===== config.mk =====
export PLATFORM = sky130hd
export DESIGN_NAME = uart_report_tx
export DESIGN_NICKNAME = d
export VERILOG_FILES = /design/src/rtl/uart_pkg.sv /design/src/rtl/bin2ascii2.sv /design/src/rtl/uart_report_tx.sv
export SDC_FILE = /design/constraint.sdc
export NUM_CORES = 1
export LEC_CHECK = 0
export BUFFER_PORTS_ARGS = -buffer_cell sky130_fd_sc_hd__buf_2
export CORE_UTILIZATION = 60
export CTS_BUF_LIST = sky130_fd_sc_hd__clkbuf_16
export CTS_CLUSTER_SIZE = 24
export DETAILED_ROUTE_END_ITERATION = 10
export PLACE_DENSITY_LB_ADDON = 0.15
export SLEW_MARGIN = 15
export SYNTH_ARGS = -nofsm -noshare
export SYNTH_HDL_FRONTEND = slang
export SYNTH_SLANG_ARGS = --single-unit

===== constraint.sdc =====
create_clock -name clk -period 4.5 [get_ports clk]
set_input_delay 0.45 -clock clk [delete_from_list [all_inputs] [get_ports clk]]
set_output_delay 0.45 -clock clk [all_outputs]
set_load 0.005 [all_outputs]

===== src/rtl/uart_pkg.sv =====
// Shared constants for the UART report path: ASCII characters and the report frame length.
package uart_pkg;

  localparam logic [7:0] CH_W   = 8'h57;
  localparam logic [7:0] CH_S   = 8'h53;
  localparam logic [7:0] CH_SP  = 8'h20;
  localparam logic [7:0] CH_COL = 8'h3A;
  localparam logic [7:0] CH_DOT = 8'h2E;
  localparam logic [7:0] CH_CR  = 8'h0D;
  localparam logic [7:0] CH_LF  = 8'h0A;
  localparam logic [7:0] CH_0   = 8'h30;

  localparam int         FRAME_LEN = 12;
  localparam logic [3:0] LAST_IDX  = 4'(FRAME_LEN - 1);

endpackage


===== src/rtl/bin2ascii2.sv =====
// Converts a 7-bit binary value to two ASCII decimal digits; values above 99 show as "99".
module bin2ascii2
  import uart_pkg::*;
(
  input  logic [6:0] bin,
  output logic [7:0] tens,
  output logic [7:0] ones
);

  logic [6:0] sat;

  assign sat  = (bin > 7'd99) ? 7'd99 : bin;
  assign tens = CH_0 + 8'(sat / 7'd10);
  assign ones = CH_0 + 8'(sat % 7'd10);

endmodule


===== src/rtl/uart_report_tx.sv =====
// Formats a snapshot of watch/stopwatch time as a 12-byte ASCII frame and streams it to uart_tx.
// Optional periodic reporting is compiled in with `define UART_AUTO_REPORT_EN.
module uart_report_tx
  import uart_pkg::*;
#(
  parameter int AUTO_PERIOD = 1
) (
  input  logic       clk,
  input  logic       rst,
  input  logic       send_req,
  input  logic       mode,
  input  logic [4:0] t_hour,
  input  logic [5:0] t_min,
  input  logic [5:0] t_sec,
  input  logic [6:0] t_msec,
  input  logic       tx_busy,
  input  logic       tx_done,
`ifdef UART_AUTO_REPORT_EN
  input  logic       auto_en,
`endif
  output logic       tx_start,
  output logic [7:0] tx_data,
  output logic       report_busy,
  output logic       frame_done,
  output logic [1:0] state_dbg
);

  // Handshake with uart_tx: a byte is launched only while tx_busy=0, by a one-cycle tx_start
  // with tx_data held until the next launch; the byte is complete on the tx_done pulse.
  typedef enum logic [1:0] {S_IDLE, S_LOAD, S_START, S_WAIT} state_t;

  state_t     state, state_n;
  logic [3:0] idx;
  logic       pending, mode_q;
  logic [6:0] fa_q, fb_q, fc_q;
  logic [7:0] a_t, a_o, b_t, b_o, c_t, c_o, cur_byte;
  logic       req, auto_req, pend_eff, load, fire, next_done, last_done;

  if (AUTO_PERIOD < 1 || AUTO_PERIOD > 59) begin : g_bad_period
    $error("AUTO_PERIOD must be within 1..59");
  end

`ifdef UART_AUTO_REPORT_EN
  logic [5:0] sec_prev, per_cnt;
  logic       tick;

  assign tick     = auto_en && !mode && (t_sec != sec_prev);
  assign auto_req = tick && (per_cnt == 6'(AUTO_PERIOD - 1));

  always_ff @(posedge clk or negedge rst) begin
    if (!rst) begin
      sec_prev <= '0;
      per_cnt  <= '0;
    end else begin
      sec_prev <= t_sec;
      if (tick) per_cnt <= auto_req ? 6'd0 : per_cnt + 6'd1;
    end
  end
`else
  assign auto_req = 1'b0;
`endif

  assign req = send_req | auto_req;

  bin2ascii2 u_conv_a (.bin(fa_q), .tens(a_t), .ones(a_o));
  bin2ascii2 u_conv_b (.bin(fb_q), .tens(b_t), .ones(b_o));
  bin2ascii2 u_conv_c (.bin(fc_q), .tens(c_t), .ones(c_o));

  always_comb begin
    cur_byte = CH_LF;
    case (idx)
      4'd0:    cur_byte = mode_q ? CH_S : CH_W;
      4'd1:    cur_byte = CH_SP;
      4'd2:    cur_byte = a_t;
      4'd3:    cur_byte = a_o;
      4'd4:    cur_byte = CH_COL;
      4'd5:    cur_byte = b_t;
      4'd6:    cur_byte = b_o;
      4'd7:    cur_byte = mode_q ? CH_DOT : CH_COL;
      4'd8:    cur_byte = c_t;
      4'd9:    cur_byte = c_o;
      4'd10:   cur_byte = CH_CR;
      default: cur_byte = CH_LF;
    endcase
  end

  always_ff @(posedge clk or negedge rst) begin
    if (!rst) state <= S_IDLE;
    else      state <= state_n;
  end

  always_comb begin
    state_n = state;
    case (state)
      S_IDLE:  if (req) state_n = S_LOAD;
      S_LOAD:  state_n = S_START;
      S_START: if (!tx_busy) state_n = S_WAIT;
      S_WAIT: begin
        if (tx_done) begin
          if (idx != LAST_IDX) state_n = S_START;
          else                 state_n = pend_eff ? S_LOAD : S_IDLE;
        end
      end
      default: state_n = S_IDLE;
    endcase
  end

  always_comb begin
    load      = (state == S_LOAD);
    fire      = (state == S_START) && !tx_busy;
    next_done = (state == S_WAIT) && tx_done && (idx != LAST_IDX);
    last_done = (state == S_WAIT) && tx_done && (idx == LAST_IDX);
    // A request arriving with the final tx_done still counts as queued.
    pend_eff  = pending || (req && (state != S_IDLE));
  end

  always_ff @(posedge clk or negedge rst) begin
    if (!rst) begin
      tx_start    <= 1'b0;
      tx_data     <= 8'h00;
      report_busy <= 1'b0;
      frame_done  <= 1'b0;
      idx         <= 4'd0;
      pending     <= 1'b0;
      mode_q      <= 1'b0;
      fa_q        <= '0;
      fb_q        <= '0;
      fc_q        <= '0;
    end else begin
      tx_start   <= fire;
      frame_done <= last_done;
      if (load) begin
        mode_q      <= mode;
        fa_q        <= mode ? {1'b0, t_min} : {2'b0, t_hour};
        fb_q        <= {1'b0, mode ? t_sec : t_min};
        fc_q        <= mode ? t_msec : {1'b0, t_sec};
        idx         <= 4'd0;
        report_busy <= 1'b1;
      end
      if (fire)      tx_data <= cur_byte;
      if (next_done) idx <= idx + 4'd1;
      if (last_done) begin
        report_busy <= 1'b0;
        pending     <= 1'b0;
      end else if (req && (state != S_IDLE)) begin
        pending <= 1'b1;
      end
    end
  end

  assign state_dbg = state;

endmodule

---- Word level (Yosys, flattened, before mapping) ----
Cells that the tools add are included.
Widths: inputs -> output; s select.
cells by class
  $add $sub $neg .......................... 7
  div/mod/pow operators ................... 6
  magnitude comparators ................... 3
  equality and inequality tests ........... 18
  mux-type cells .......................... 21
  reductions and logical operators ........ 14
operators with widths
  operator             number
  $pmux 8 s11          1
  $add 6x8->8 const A  6
  $mux 7               4
  $div 7x4->8 const B  3
  $mod 7x4->8 const B  3
  $eq 4x3->1 const B   4
  $eq 4x4->1 const B   4
  $gt 7x7->1 const B   2
  $mux 6               2
  $eq 4x2->1 const B   2
  $mux 2               4
  $mux 4               2
  $pmux 2 s4           1
  $reduce_bool 2->1    4
  $gt 6x7->1 const B   1
  $ne 2x2->1 const B   3
  $logic_and 1x1->1    5
  $mux 1               5
  $mux 5               1
  $add 4x1->4 const B  1
  $eq 2x2->1 const B   2
  $eq 4x1->1 const B   1
  $logic_not 4->1      1
  $ne 4x4->1 const B   1
  6 further kinds      6
storage, ports and cells
  bits in registers ....................... 39
  bits of input ports ..................... 30
  output and inout bits ................... 13
  logic and storage cells ................. 80

---- Logic depth before layout (Yosys ltp) ----
  depth in word-level cells ............... 7
  mapped depth ............................ 21
  mapped depth without buffers ............ 20

---- Cells and area by module ----
From an unflattened synthesis, not the netlist that was laid out.
second synthesis, totals
  cell total of the unflattened synthesis .. 702
  area total of the unflattened synthesis .. 5,271.3 µm²
modules (own cells, without submodules)
  module                      instances  cells an instance  area an instance (µm²)
  uart_report_tx              1          249                2,265.9
  bin2ascii2 at u_conv_a ...  2          154                1,013.5
  bin2ascii2 at u_conv_c      1          145                978.4

---- Worst setup path before layout ----
OpenSTA, ideal clock, no wires.
  path kind ............................... reg2reg
  start point ............................. register fc_q[5]
  end point ............................... register tx_data[6]
  setup time .............................. 0.131 ns
  arrival ................................. 3.779 ns
  data required time ...................... 4.369 ns
  setup slack ............................. 0.590 ns
  cell stages (with the launch flop) ...... 22
  path buffers ............................ 1
  clock period less this slack ............ 3.910 ns
  cell sequence ........................... dfrtp_1 > buf_4 > nand2_2 > and2_1 > ha_1 > a31o_1 > a21oi_1 > ha_1 > nand2b_1 > a21oi_1 > o21ai_0 > nand2_1 > or3_1 > a21oi_1 > xnor2_1 > ha_1 > maj3_1 > nand2_1 > a41o_1 > o21bai_2 > xnor2_1 > o21ai_1
on the way
  cells in the longest elaborated chain, start to end .. 5
  elaborated cells between the ends (all ways) .. 7
  those cells by class .................... add/sub: 2; div: 2; order compare: 1; mux: 2
ends and longest elaborated chain
  what                                        RTL line                            RTL
  from (decl)                                 uart_report_tx.sv:35                logic [6:0] fa_q, fb_q, fc_q;
  from (signal assigned)                      uart_report_tx.sv:136               fc_q <= mode ? t_msec : {1'b0, t_sec};
  $gt 7x7->1                                  bin2ascii2.sv:12                    assign sat = (bin > 7'd99) ? 7'd99 : bin;
  $mux 7 *                                    bin2ascii2.sv:12
  $mod 7x4->8 or $div 7x4->8 (tied branches)  bin2ascii2.sv:14, bin2ascii2.sv:13
  $add 6x8->8, on equally long branches       bin2ascii2.sv:14, bin2ascii2.sv:13
  $pmux 8 s11 *                               uart_report_tx.sv:71                case (idx)
  to (signal assigned)                        uart_report_tx.sv:140               if (fire) tx_data <= cur_byte;
  to (decl)                                   uart_report_tx.sv:22                output logic [7:0] tx_data,
Mark *: on every way between the ends. The rest lies on a longest branch, timed or not.
A chain may end at the register's enable or synchronous reset.

---- Final worst setup path ----
  start point ............................. register fc_q[6]
  end point ............................... register tx_data[6]
The elaborated chain is that of the path after synthesis.

==> results.txt <==
Outcome: complete, no violations
CTS tree: yes
Clock Skew: 8.822 ps
Worst Hold Class: input port to async pin
Rows: 28
Post-CTS Resized: 0
Routability Congestion: 0.8845
Peak Freq: 0.2450 GHz
Setup-failing EPs final: 0
Worst vdd ir: 0.0006425 V
Largest net degree at the start of global routing: 40
Global-route wire length before repair: 14190 µm
Worst slew pin tran: 836.0 ps
Routed WL: 8510 µm
Max cap viols: 0
Yosys top cell by area: dfrtp_1
Post-synth EDFFs: 0
Worst Setup End Kind: flop
Worst-Skew Late Latency: 280 ps
Io pins: 43
Clk pin slew, worst setup/hold paths: 60 ps
CTS Root Cell: clkbuf_16
Gr usage total: 28.25%
Syn-to-layout area delta: 8.948%
Number of global-route vias before repair: 3115
Total Power: 3.653 mW
Max FO, Critical Path: 7
Htree depth: 2
Initial DRC Count: 250
Most frequent cell after synthesis: nand2_1
Total Nets Final: 532
Initial antenna violation count: 0
Part of the cycle the worst path needs: 90.71%
Initial Util: 61.88%
Buffers on Ports: 42
DR vias/cell: 6.152
Post-Syn Nets: 511
Core Region: 0.005921 mm²
Register area: 950.9 µm²
PD cells: 915.2 mW/mm²
Most frequent cells after synthesis: nand2_1 (58), o21ai_0 (49), dfrtp_1 (38)
Count of different cell masters after synthesis: 82
Critical Path RT: 4660 ps
Sum Neg Setup Slack: 0 ps
Register area share after synthesis: 25.96%
Number of clock sinks: 38
Clock Tree Buf Depth: 2
Grt total ovfl: 0
Vert. Die Dim: 80.14 µm
Mapped cell area: 0.003664 mm²
RSZ-0062 raised after global routing: false
Syn avg cell area: 7.811 µm²
Placed wire-length estimate: 6384 µm
Finished Core Util: 67.41%
Hold WS: 264.7 ps
Startpoint types: flop
Fin. max-slew vios: 0
#FFs+latches synth: 38
Multi-input logic area: 0.002499 mm²
Final Hold Viols: 0
Syn Inst Count: 469
Layout fillers: 518
Synth top area cells: dfrtp_1 (26%), o21ai_0 (6.7%), nand2_1 (5.9%)
Cts hold-fix bufs: 0
Worst path arrival time: 4240 ps
Synth top area share: 25.96%
Wirelength per Cell: 15.06 µm
Crit path time final: 4082 ps
Async S/R FF share, synth: 100.0%
Layout cell share with drive strength beyond 1: 16.94%
Slew HR: 44.27%
Die Wd: 80.14 µm
Top_reg_cell synth: dfrtp_1
Total number of yosys warnings: 0
Setup repair bufs after CTS: 0
Die area: 0.006422 mm²
DRC: 0
Drt pass-1 iters: 5
Post-route ant nets: 0
Diodes inserted: 0
Pleak: 1.850 nW
Vias: 3476
WS Path Type: flop to flop
Num CTS Buffers: 5
Setup slack, reg-to-reg: 420 ps
[cells by family (layout without fill, tap and decap cells)]
kind of cell / count (synthesis) / count (layout) / synth area share, %
multiplexers: 26 / 26 / 7.616
XOR/XNOR: 10 / 10 / 2.391
flip-flops: 38 / 38 / 25.96
buffers and inverters: 51 / 72 / 5.942
AO/OA/AOI/OAI: 151 / 151 / 28.04
adder cells (fa/ha/maj): 14 / 14 / 4.645
AND/OR/NAND/NOR: 179 / 179 / 25.41
[cell usage in the layout, fill, tap and decap left out, drive strengths merged, types with 4 or more instances in the layout]
cell type | synthesis | layout
nand3 | 18 | 18
or3 | 4 | 4
buf | 4 | 46
o211ai | 5 | 5
dfrtp | 38 | 38
o31ai | 4 | 4
nand2b | 11 | 11
nand2 | 60 | 60
o21ai | 54 | 54
inv | 19 | 20
mux2i | 21 | 21
and2 | 6 | 6
nor3b | 7 | 7
mux2 | 5 | 5
xnor2 | 7 | 7
clkbuf | 28 | 5
a31oi | 6 | 6
o221ai | 6 | 6
nor2b | 7 | 7
ha | 12 | 12
a21oi | 33 | 33
nor2 | 36 | 36
or2 | 4 | 4
nor3 | 10 | 10
[power breakdown]
part | internal (mW) | switching [mW] | total (mW)
Sequential | 0.472 | 0.244 | 0.716
Combinational | 1.11 | 1.50 | 2.61
Clock | 0.200 | 0.130 | 0.330
[per-layer routing]
metal  vias up  GRT usage, %  wire length (µm)
met3        12         4.773               355
met1      1631         37.17              3897
met4         0         7.321                94
met5         -             0                 0
li1       1747             -                 -
met2        86         47.86              4163
[critical path, cell delays in order (launching register included)]
cell	delay, ps
dfrtp_1	350
nand2_2	110
and2_1	170
ha_1	260
a31o_1	260
a21oi_2	200
ha_1	220
nand2b_1	110
a21oi_1	40
o21ai_0	90
nand2_1	160
or3_1	420
a21oi_1	220
xnor2_1	140
ha_1	200
maj3_1	330
nand2_1	110
a311oi_2	120
o21bai_2	210
xnor2_1	130
o21ai_1	70
[through the flow]
step / instances / setup slack (ps) / instance area [µm²]
6_report: 565 / 417.8 / 3991
5_1_grt: 565 / 69.96 / 3991
4_1_cts: 565 / 379.5 / 3988
3_5_place_dp: 558 / 401.2 / 3851
3_3_place_gp: 558 / 542.5 / 3851
2_1_floorplan: 469 / 589.9 / 3664
[final cells by class]
| cell class | instances | area share, % |
|---|---|---|
| Clock inverter | 2 | 0.2821 |
| Timing Repair Buffer | 46 | 6.019 |
| Sequential cell | 38 | 23.82 |
| Multi-Input combinational cell | 380 | 62.60 |
| Clock buffer | 5 | 3.135 |
| Tap cell | 75 | 2.351 |
| Inverter | 19 | 1.787 |
[flip-flops by register name, summed over array words and instances, names as in the netlist]
| signal | flops |
|---|---|
| fc_q | 7 |
| mode_q | 1 |
| tx_data | 8 |
| fa_q | 6 |
| tx_start | 1 |
| frame_done | 1 |
| state_dbg | 2 |
| fb_q | 6 |
| idx | 4 |
| report_busy | 1 |
| pending | 1 |
[path summary, 6_finish.rpt]
path	from	cells after the start	end
worst max-delay path	fc_q[6]	20	tx_data[6]
worst min-delay path	rst	1	tx_data[6]
worst max register to register	fc_q[6]	20	tx_data[6]
worst min register to register	tx_data[7]	2	tx_data[7]
max in group asynchronous	rst	1	fc_q[6]
min in group clk	t_msec[6]	3	fc_q[6]
Note: power is estimated with default switching activity, not from simulation.
